## src/rtl/block_stream_gen_pkg.sv

```systemverilog
// Shared op codes, FSM states, ASCII constants and word lengths for the
// begin/end block stream generator.
package block_stream_pkg;

    typedef enum logic [1:0] {
        OP_BEGIN = 2'b00,
        OP_END   = 2'b01,
        OP_SPACE = 2'b10,
        OP_JUNK  = 2'b11
    } op_t;

    typedef enum logic [1:0] {
        ST_IDLE = 2'b00,
        ST_EMIT = 2'b01,
        ST_SEP  = 2'b10
    } state_t;

    localparam logic [7:0] ASCII_SP    = 8'h20;
    localparam logic [7:0] CASE_OFFSET = 8'h20;

    localparam logic [2:0] LEN_BEGIN = 3'd5;
    localparam logic [2:0] LEN_END   = 3'd3;
    localparam logic [2:0] LEN_JUNK  = 3'd3;
    localparam logic [2:0] LEN_SPACE = 3'd0;

    function automatic logic [2:0] wordLen(input op_t op);
        case (op)
            OP_BEGIN: wordLen = LEN_BEGIN;
            OP_END:   wordLen = LEN_END;
            OP_JUNK:  wordLen = LEN_JUNK;
            default:  wordLen = LEN_SPACE;
        endcase
    endfunction

endpackage

```

## src/rtl/block_stream_gen_if.sv

```systemverilog
// Command and character handshakes plus reference status of the block stream
// generator; master is the generator side, slave is the command source/consumer.
interface block_stream_gen_if #(
    parameter int DEPTH_W = 32
);
    logic                      cmd_valid;
    logic                      cmd_ready;
    logic [1:0]                cmd_op;
    logic [4:0]                cmd_case;
    logic                      char_valid;
    logic                      char_ready;
    logic [7:0]                char_data;
    logic signed [DEPTH_W-1:0] depth;
    logic                      broken;
    logic                      expect_ok;

    modport master (
        input  cmd_valid, cmd_op, cmd_case, char_ready,
        output cmd_ready, char_valid, char_data, depth, broken, expect_ok
    );

    modport slave (
        output cmd_valid, cmd_op, cmd_case, char_ready,
        input  cmd_ready, char_valid, char_data, depth, broken, expect_ok
    );
endinterface

```

## src/rtl/block_stream_gen_word_rom.sv

```systemverilog
// Combinational word ROM: (op, character index, case bit) -> ASCII byte and a
// flag marking the last character of the word.
module block_word_rom
    import block_stream_pkg::*;
(
    input  op_t        i_op,
    input  logic [2:0] i_idx,
    input  logic       i_upper,
    output logic [7:0] o_byte,
    output logic       o_last
);

    logic [7:0] w_lower;
    logic       w_inWord;

    always_comb begin
        w_lower = ASCII_SP;
        case (i_op)
            OP_BEGIN: begin
                case (i_idx)
                    3'd0:    w_lower = 8'h62;
                    3'd1:    w_lower = 8'h65;
                    3'd2:    w_lower = 8'h67;
                    3'd3:    w_lower = 8'h69;
                    3'd4:    w_lower = 8'h6E;
                    default: w_lower = ASCII_SP;
                endcase
            end
            OP_END: begin
                case (i_idx)
                    3'd0:    w_lower = 8'h65;
                    3'd1:    w_lower = 8'h6E;
                    3'd2:    w_lower = 8'h64;
                    default: w_lower = ASCII_SP;
                endcase
            end
            OP_JUNK: begin
                case (i_idx)
                    3'd0:    w_lower = 8'h62;
                    3'd1:    w_lower = 8'h65;
                    3'd2:    w_lower = 8'h67;
                    default: w_lower = ASCII_SP;
                endcase
            end
            default: w_lower = ASCII_SP;
        endcase
    end

    // Case bits only apply inside the word, so the padding space is never shifted.
    assign w_inWord = (i_idx < wordLen(i_op));
    assign o_byte   = (w_inWord && i_upper) ? (w_lower - CASE_OFFSET) : w_lower;
    assign o_last   = (i_idx == (wordLen(i_op) - 3'd1));

endmodule

```

## src/rtl/block_stream_gen.sv

```systemverilog
// Byte-serial ASCII stream generator for begin/end words, with a reference
// nesting depth and sticky underflow flag committed at each word's trailing space.
module block_stream_gen
    import block_stream_pkg::*;
#(
    parameter int DEPTH_W = 32
)(
    input logic                 clk,
    input logic                 reset,
    block_stream_gen_if.master  bus
);

    localparam logic signed [DEPTH_W-1:0] DEPTH_MAX  = {1'b0, {(DEPTH_W-1){1'b1}}};
    localparam logic signed [DEPTH_W-1:0] DEPTH_ZERO = '0;
    localparam logic signed [DEPTH_W-1:0] DEPTH_ONE  = {{(DEPTH_W-1){1'b0}}, 1'b1};

    state_t                    r_state;
    op_t                       r_op;
    logic [4:0]                r_case;
    logic [2:0]                r_idx;
    logic                      r_last;
    logic                      r_charValid;
    logic [7:0]                r_charData;
    logic signed [DEPTH_W-1:0] r_depth;
    logic                      r_broken;

    logic       w_accept;
    op_t        w_romOp;
    logic [2:0] w_nextIdx;
    logic [7:0] w_maskExt;
    logic [7:0] w_romByte;
    logic       w_romLast;

    // The ROM looks one character ahead so the next byte can be registered.
    assign w_accept  = (r_state == ST_IDLE) && bus.cmd_valid;
    assign w_romOp   = w_accept ? op_t'(bus.cmd_op) : r_op;
    assign w_nextIdx = w_accept ? 3'd0 : (r_idx + 3'd1);
    assign w_maskExt = {3'b000, (w_accept ? bus.cmd_case : r_case)};

    block_word_rom u_rom (
        .i_op    (w_romOp),
        .i_idx   (w_nextIdx),
        .i_upper (w_maskExt[w_nextIdx]),
        .o_byte  (w_romByte),
        .o_last  (w_romLast)
    );

    always_ff @(posedge clk or negedge reset) begin
        if (!reset) begin
            r_state     <= ST_IDLE;
            r_op        <= OP_SPACE;
            r_case      <= '0;
            r_idx       <= '0;
            r_last      <= 1'b0;
            r_charValid <= 1'b0;
            r_charData  <= ASCII_SP;
            r_depth     <= DEPTH_ZERO;
            r_broken    <= 1'b0;
        end else begin
            case (r_state)
                ST_IDLE: begin
                    if (bus.cmd_valid) begin
                        r_op        <= op_t'(bus.cmd_op);
                        r_case      <= bus.cmd_case;
                        r_idx       <= 3'd0;
                        r_charValid <= 1'b1;
                        if (op_t'(bus.cmd_op) == OP_SPACE) begin
                            r_state    <= ST_SEP;
                            r_charData <= ASCII_SP;
                        end else begin
                            r_state    <= ST_EMIT;
                            r_charData <= w_romByte;
                            r_last     <= w_romLast;
                        end
                    end
                end
                ST_EMIT: begin
                    if (bus.char_ready) begin
                        if (r_last) begin
                            r_state    <= ST_SEP;
                            r_charData <= ASCII_SP;
                        end else begin
                            r_idx      <= w_nextIdx;
                            r_charData <= w_romByte;
                            r_last     <= w_romLast;
                        end
                    end
                end
                ST_SEP: begin
                    if (bus.char_ready) begin
                        r_state     <= ST_IDLE;
                        r_charValid <= 1'b0;
                        // Depth only moves once the whole word has left the block.
                        case (r_op)
                            OP_BEGIN: if (r_depth != DEPTH_MAX) r_depth <= r_depth + DEPTH_ONE;
                            OP_END: begin
                                if (r_depth == DEPTH_ZERO) r_broken <= 1'b1;
                                else                       r_depth  <= r_depth - DEPTH_ONE;
                            end
                            default: ;
                        endcase
                    end
                end
                default: begin
                    r_state     <= ST_IDLE;
                    r_charValid <= 1'b0;
                end
            endcase
        end
    end

    assign bus.cmd_ready  = (r_state == ST_IDLE);
    assign bus.char_valid = r_charValid;
    assign bus.char_data  = r_charData;
    assign bus.depth      = r_depth;
    assign bus.broken     = r_broken;
    assign bus.expect_ok  = (r_depth == DEPTH_ZERO) && !r_broken;

endmodule

```

## src/flat_wrapper.sv

```systemverilog
// flat-port wrapper written by rule: the top's interface ports become plain ports
module block_stream_gen_flat import block_stream_pkg::*;
#(
    parameter int DEPTH_W = 32
)
  (clk, reset, bus_cmd_valid, bus_cmd_op, bus_cmd_case, bus_char_ready, bus_cmd_ready, bus_char_valid, bus_char_data, bus_depth, bus_broken, bus_expect_ok);
  block_stream_gen_if #(.DEPTH_W(DEPTH_W)) bus_i ();
  input logic clk;
  input logic reset;
  input wire logic [$bits(bus_i.cmd_valid)-1:0] bus_cmd_valid;
  input wire logic [$bits(bus_i.cmd_op)-1:0] bus_cmd_op;
  input wire logic [$bits(bus_i.cmd_case)-1:0] bus_cmd_case;
  input wire logic [$bits(bus_i.char_ready)-1:0] bus_char_ready;
  output wire logic [$bits(bus_i.cmd_ready)-1:0] bus_cmd_ready;
  output wire logic [$bits(bus_i.char_valid)-1:0] bus_char_valid;
  output wire logic [$bits(bus_i.char_data)-1:0] bus_char_data;
  output wire logic [$bits(bus_i.depth)-1:0] bus_depth;
  output wire logic [$bits(bus_i.broken)-1:0] bus_broken;
  output wire logic [$bits(bus_i.expect_ok)-1:0] bus_expect_ok;
  assign bus_i.cmd_valid = bus_cmd_valid;
  assign bus_i.cmd_op = bus_cmd_op;
  assign bus_i.cmd_case = bus_cmd_case;
  assign bus_i.char_ready = bus_char_ready;
  assign bus_cmd_ready = bus_i.cmd_ready;
  assign bus_char_valid = bus_i.char_valid;
  assign bus_char_data = bus_i.char_data;
  assign bus_depth = bus_i.depth;
  assign bus_broken = bus_i.broken;
  assign bus_expect_ok = bus_i.expect_ok;
  block_stream_gen #(.DEPTH_W(DEPTH_W)) u_core (.clk(clk), .reset(reset), .bus(bus_i));
endmodule
```

## config.mk

```make
export PLATFORM = sky130hd
export DESIGN_NAME = block_stream_gen_flat
export DESIGN_NICKNAME = d
export VERILOG_FILES = /design/src/rtl/block_stream_gen_pkg.sv /design/src/rtl/block_stream_gen_if.sv /design/src/rtl/block_stream_gen_word_rom.sv /design/src/rtl/block_stream_gen.sv /design/src/flat_wrapper.sv
export SDC_FILE = /design/constraint.sdc
export NUM_CORES = 1
export LEC_CHECK = 0
export ABC_AREA = 1
export BUFFER_PORTS_ARGS = -buffer_cell sky130_fd_sc_hd__buf_4
export CORE_MARGIN = 5
export CORE_UTILIZATION = 42
export CTS_CLUSTER_SIZE = 28
export DETAILED_ROUTE_END_ITERATION = 10
export GPL_TIMING_DRIVEN = 0
export SKIP_LAST_GASP = 1
export SLEW_MARGIN = 20
export SYNTH_ARGS = -nofsm -noshare
export SYNTH_HDL_FRONTEND = slang
export SYNTH_HIERARCHICAL = 1
export SYNTH_SLANG_ARGS = --single-unit
```

## constraint.sdc

```tcl
create_clock -name clk -period 7.2 [get_ports clk]
set_input_delay 1.44 -clock clk [delete_from_list [all_inputs] [get_ports clk]]
set_output_delay 1.44 -clock clk [all_outputs]
set_load 0.005 [all_outputs]
```

==> summary.md <==
| Metric | Value |
|---|---|
| Ys Warns | `6` |
| Arrival time worst endpoint | `3.77 ns` |
| P_leak | `3.02 nW` |
| Io pins | `55` |
| Cts repair resizes | `0` |
| Global-route wire length before repair | `26,400 um` |
| Synthesized instance count | `783` |
| CTS Hold Bufs | `0` |
| Critical Path, Cell by Cell | `buf_4 > inv_1 > nor2_2 > clkbuf_1 > o21ai_0 > inv_2 > nand2_1 > ha_1 > a21oi_1 > o21ai_0 > a21oi_1 > a21oi_1 > a21oi_1` |
| DIE AREA | `0.0140 sq mm` |
| Vias in the first global route | `5,078` |
| # clock sinks | `55` |
| Hold Crit Class | `flop to flop` |
| Worst path most repeated cell | `a21oi_1` |
| DRT Pass-1 Iters | `5` |
| Vias | `5,271` |
| Die Span Y | `118 um` |
| DRT iter0 DRCs | `321` |
| CTS tree | `done` |
| Worst Setup Start Kind | `input pin` |
| Clk buf depth | `2` |
| Clock skew | `0.00800 ns` |
| Max Slew Vio Count | `0` |
| Syn_area_per_cell | `6.30 sq um` |
| Initial Utilization | `43.0%` |
| Status | `finished clean` |
| Initial antenna violation count | `0` |
| Post-synthesis cell type count | `46` |
| Crit-path max cell delay | `0.37 ns` |
| Maximum Capacitance Violations | `0` |
| Crit path kind | `input pin to flop` |
| DRC viols | `0` |
| Clock root buffer | `clkbuf_16` |
| Largest net degree at the start of global routing | `56` |
| Peak Freq | `283 MHz` |
| Post-CTS Setup Bufs | `0` |
| Top cell type by total area after synthesis | `dfrtp_1` |
| Vias per inst | `5.33` |
| Dominant synthesized flop cell | `dfrtp_1` |
| Largest cells by area after synthesis | `dfrtp_1 (27%), nand2_1 (21%), inv_1 (7.2%)` |
| # setup viols final | `0` |
| Core area | `0.0115 sq mm` |
| Number of synthesized flops with an enable pin | `0` |
| RSZ-0062 raised after global routing | `false` |
| Total Power | `2.78 mW` |
| P&R area growth vs syn | `15.1%` |
| Overflow after GRT | `0` |
| Tcrit/Tclk final | `49.1%` |
| Port buffer count | `54` |
| Worst EP required | `7.43 ns` |
| Rows | `39` |
| Worst skew pair latency | `0.31 ns` |
| Final #Nets | `861` |
| HPWL after DPL | `12,500 um` |
| Die width | `118 um` |
| Layout cells sized above 1 | `19.5%` |
| WL final | `16,100 um` |
| Final hold vios | `0` |
| Post-synth ARST share | `100%` |
| Fillers | `1,209` |
| Synth top area share | `26.9%` |
| Synth Cell Area | `0.00493 sq mm` |
| Critical Path End Type | `flop` |
| Slew margin rel. | `45.2%` |
| Final GP Congestion | `1.02` |
| Minimum clock period | `3.53 ns` |
| Max FO, Critical Path | `10` |
| Ant diodes | `0` |
| Slew @ Worst Pin | `0.813 ns` |
| Htree depth | `2` |
| Worst-path clk slew | `0.07 ns` |
| Slowest CP cell | `clkbuf_1` |
| Register area share after synthesis | `27.9%` |
| Total CTS buffers | `5` |
| Register bit total from synthesis | `55` |
| Cell Pwr Density | `490 mW/mm^2` |
| All-layer global routing usage | `23.1%` |
| Wire per inst | `16.3 um` |
| TNS Setup | `0 ns` |
| Maximum resistive drop on vdd | `0.195 mV` |
| Final antenna-violating net count | `0` |
-- through the flow --
stage	hold WS (ns)	util [%]	instances	area [sq um]	worst slack [ns]
final	0.487	49.5	989	5680	3.67
after global routing	0.515	49.5	989	5680	3.41
after CTS	0.490	49.5	989	5680	3.66
after detailed placement	0.470	48.2	981	5520	3.36
after global placement	0.466	48.2	981	5520	3.46
after floorplan	0.438	-	784	4940	3.91
-- per-layer routing --
layer	global-route usage, %	routed length [um]	vias up
met5	0	0	-
met4	4.96	254	0
met3	4.49	899	21
li1	-	-	2633
met1	32.9	7600	2471
met2	36.4	7390	146
-- synthesized netlist by cell type (all sizes together) (6+ instances only) --
| cell | n |
|---|---|
| nand2 | 315 |
| inv | 107 |
| nor2 | 74 |
| nand3 | 61 |
| dfrtp | 53 |
| o21ai | 45 |
| a21oi | 20 |
| nand4 | 18 |
| xor2 | 16 |
| buf | 15 |
| a41oi | 9 |
| a22o | 7 |
| nor3 | 7 |
| nor4 | 6 |
-- state kept, by name, indices dropped and copies added (netlist names) --
register / flops
u_core/r_op: 2
u_core/bus.char_valid: 1
u_core/bus.char_data: 8
u_core/r_last: 1
u_core/r_state: 2
u_core/r_idx: 3
u_core/bus.broken: 1
u_core/r_case: 5
u_core/bus.depth: 32
-- cell families after synthesis --
kind of cell             share of synthesized area (%)
AO/OA/AOI/OAI                                     12.1
XOR/XNOR                                          3.35
adder cells (fa/ha/maj)                           1.27
buffers and inverters                             11.1
flip-flops                                        27.9
other                                           0.0760
AND/OR/NAND/NOR                                   44.2
-- critical path: cells and delay by family --
kind	cells	cell delay, ns
AND/OR/NAND/NOR	2	0.37
AO/OA/AOI/OAI	6	0.94
adder cells (fa/ha/maj)	1	0.30
buffers and inverters	4	0.71
-- final timing paths --
| check | endpoint | slack [ns] | depth (start not counted) | startpoint |
|---|---|---|---|---|
| setup / recovery | u_core/r_last | 3.67 | 13 | bus_cmd_valid |
| max in group asynchronous | u_core/bus.depth[30] | 5.54 | 1 | reset |
| min in group asynchronous | u_core/bus.char_data[4] | 1.16 | 1 | reset |
| setup reg to reg | u_core/r_last | 4.21 | 13 | u_core/r_state[1] |
| hold / removal | u_core/r_case[0] | 0.49 | 2 | u_core/r_case[0] |
| hold reg to reg | u_core/r_case[0] | 0.49 | 2 | u_core/r_case[0] |
-- cell type report --
type	instances	area (sq um)	area share [%]
Sequential cell	55	1380	24.3
Multi-Input combinational cell	604	3010	53.0
Clock buffer	6	139	2.44
Tap cell	143	179	3.15
Clock inverter	2	20.0	0.352
Buffer	18	144	2.53
Timing Repair Buffer	54	405	7.13
Inverter	107	404	7.11
-- power by group --
group	switching [mW]	internal [mW]
Clock	0.123	0.142
Combinational	1.23	0.679
Sequential	0.172	0.440
Total	1.52	1.26
-- cells in the final DEF, fill, tap and decap left out, drive strengths merged --
cell type / n
xor2: 16
clkbuf: 9
a22o: 7
nand4: 18
nor3: 7
o21bai: 4
inv: 108
and2: 3
nand3: 61
nand3b: 2
o31ai: 2
a21o: 1
dfrtp: 53
o32ai: 1
a21oi: 20
buf: 69
ha: 5
a41oi: 9
nor2: 74
clkinv: 1
dfstp: 2
nand2: 315
nor4: 6
o211ai: 1
a41o: 1
a31oi: 1
xnor2: 2
o21ai: 45
or2: 1
conb: 2
No activity file was read; power rests on OpenSTA's default activity.
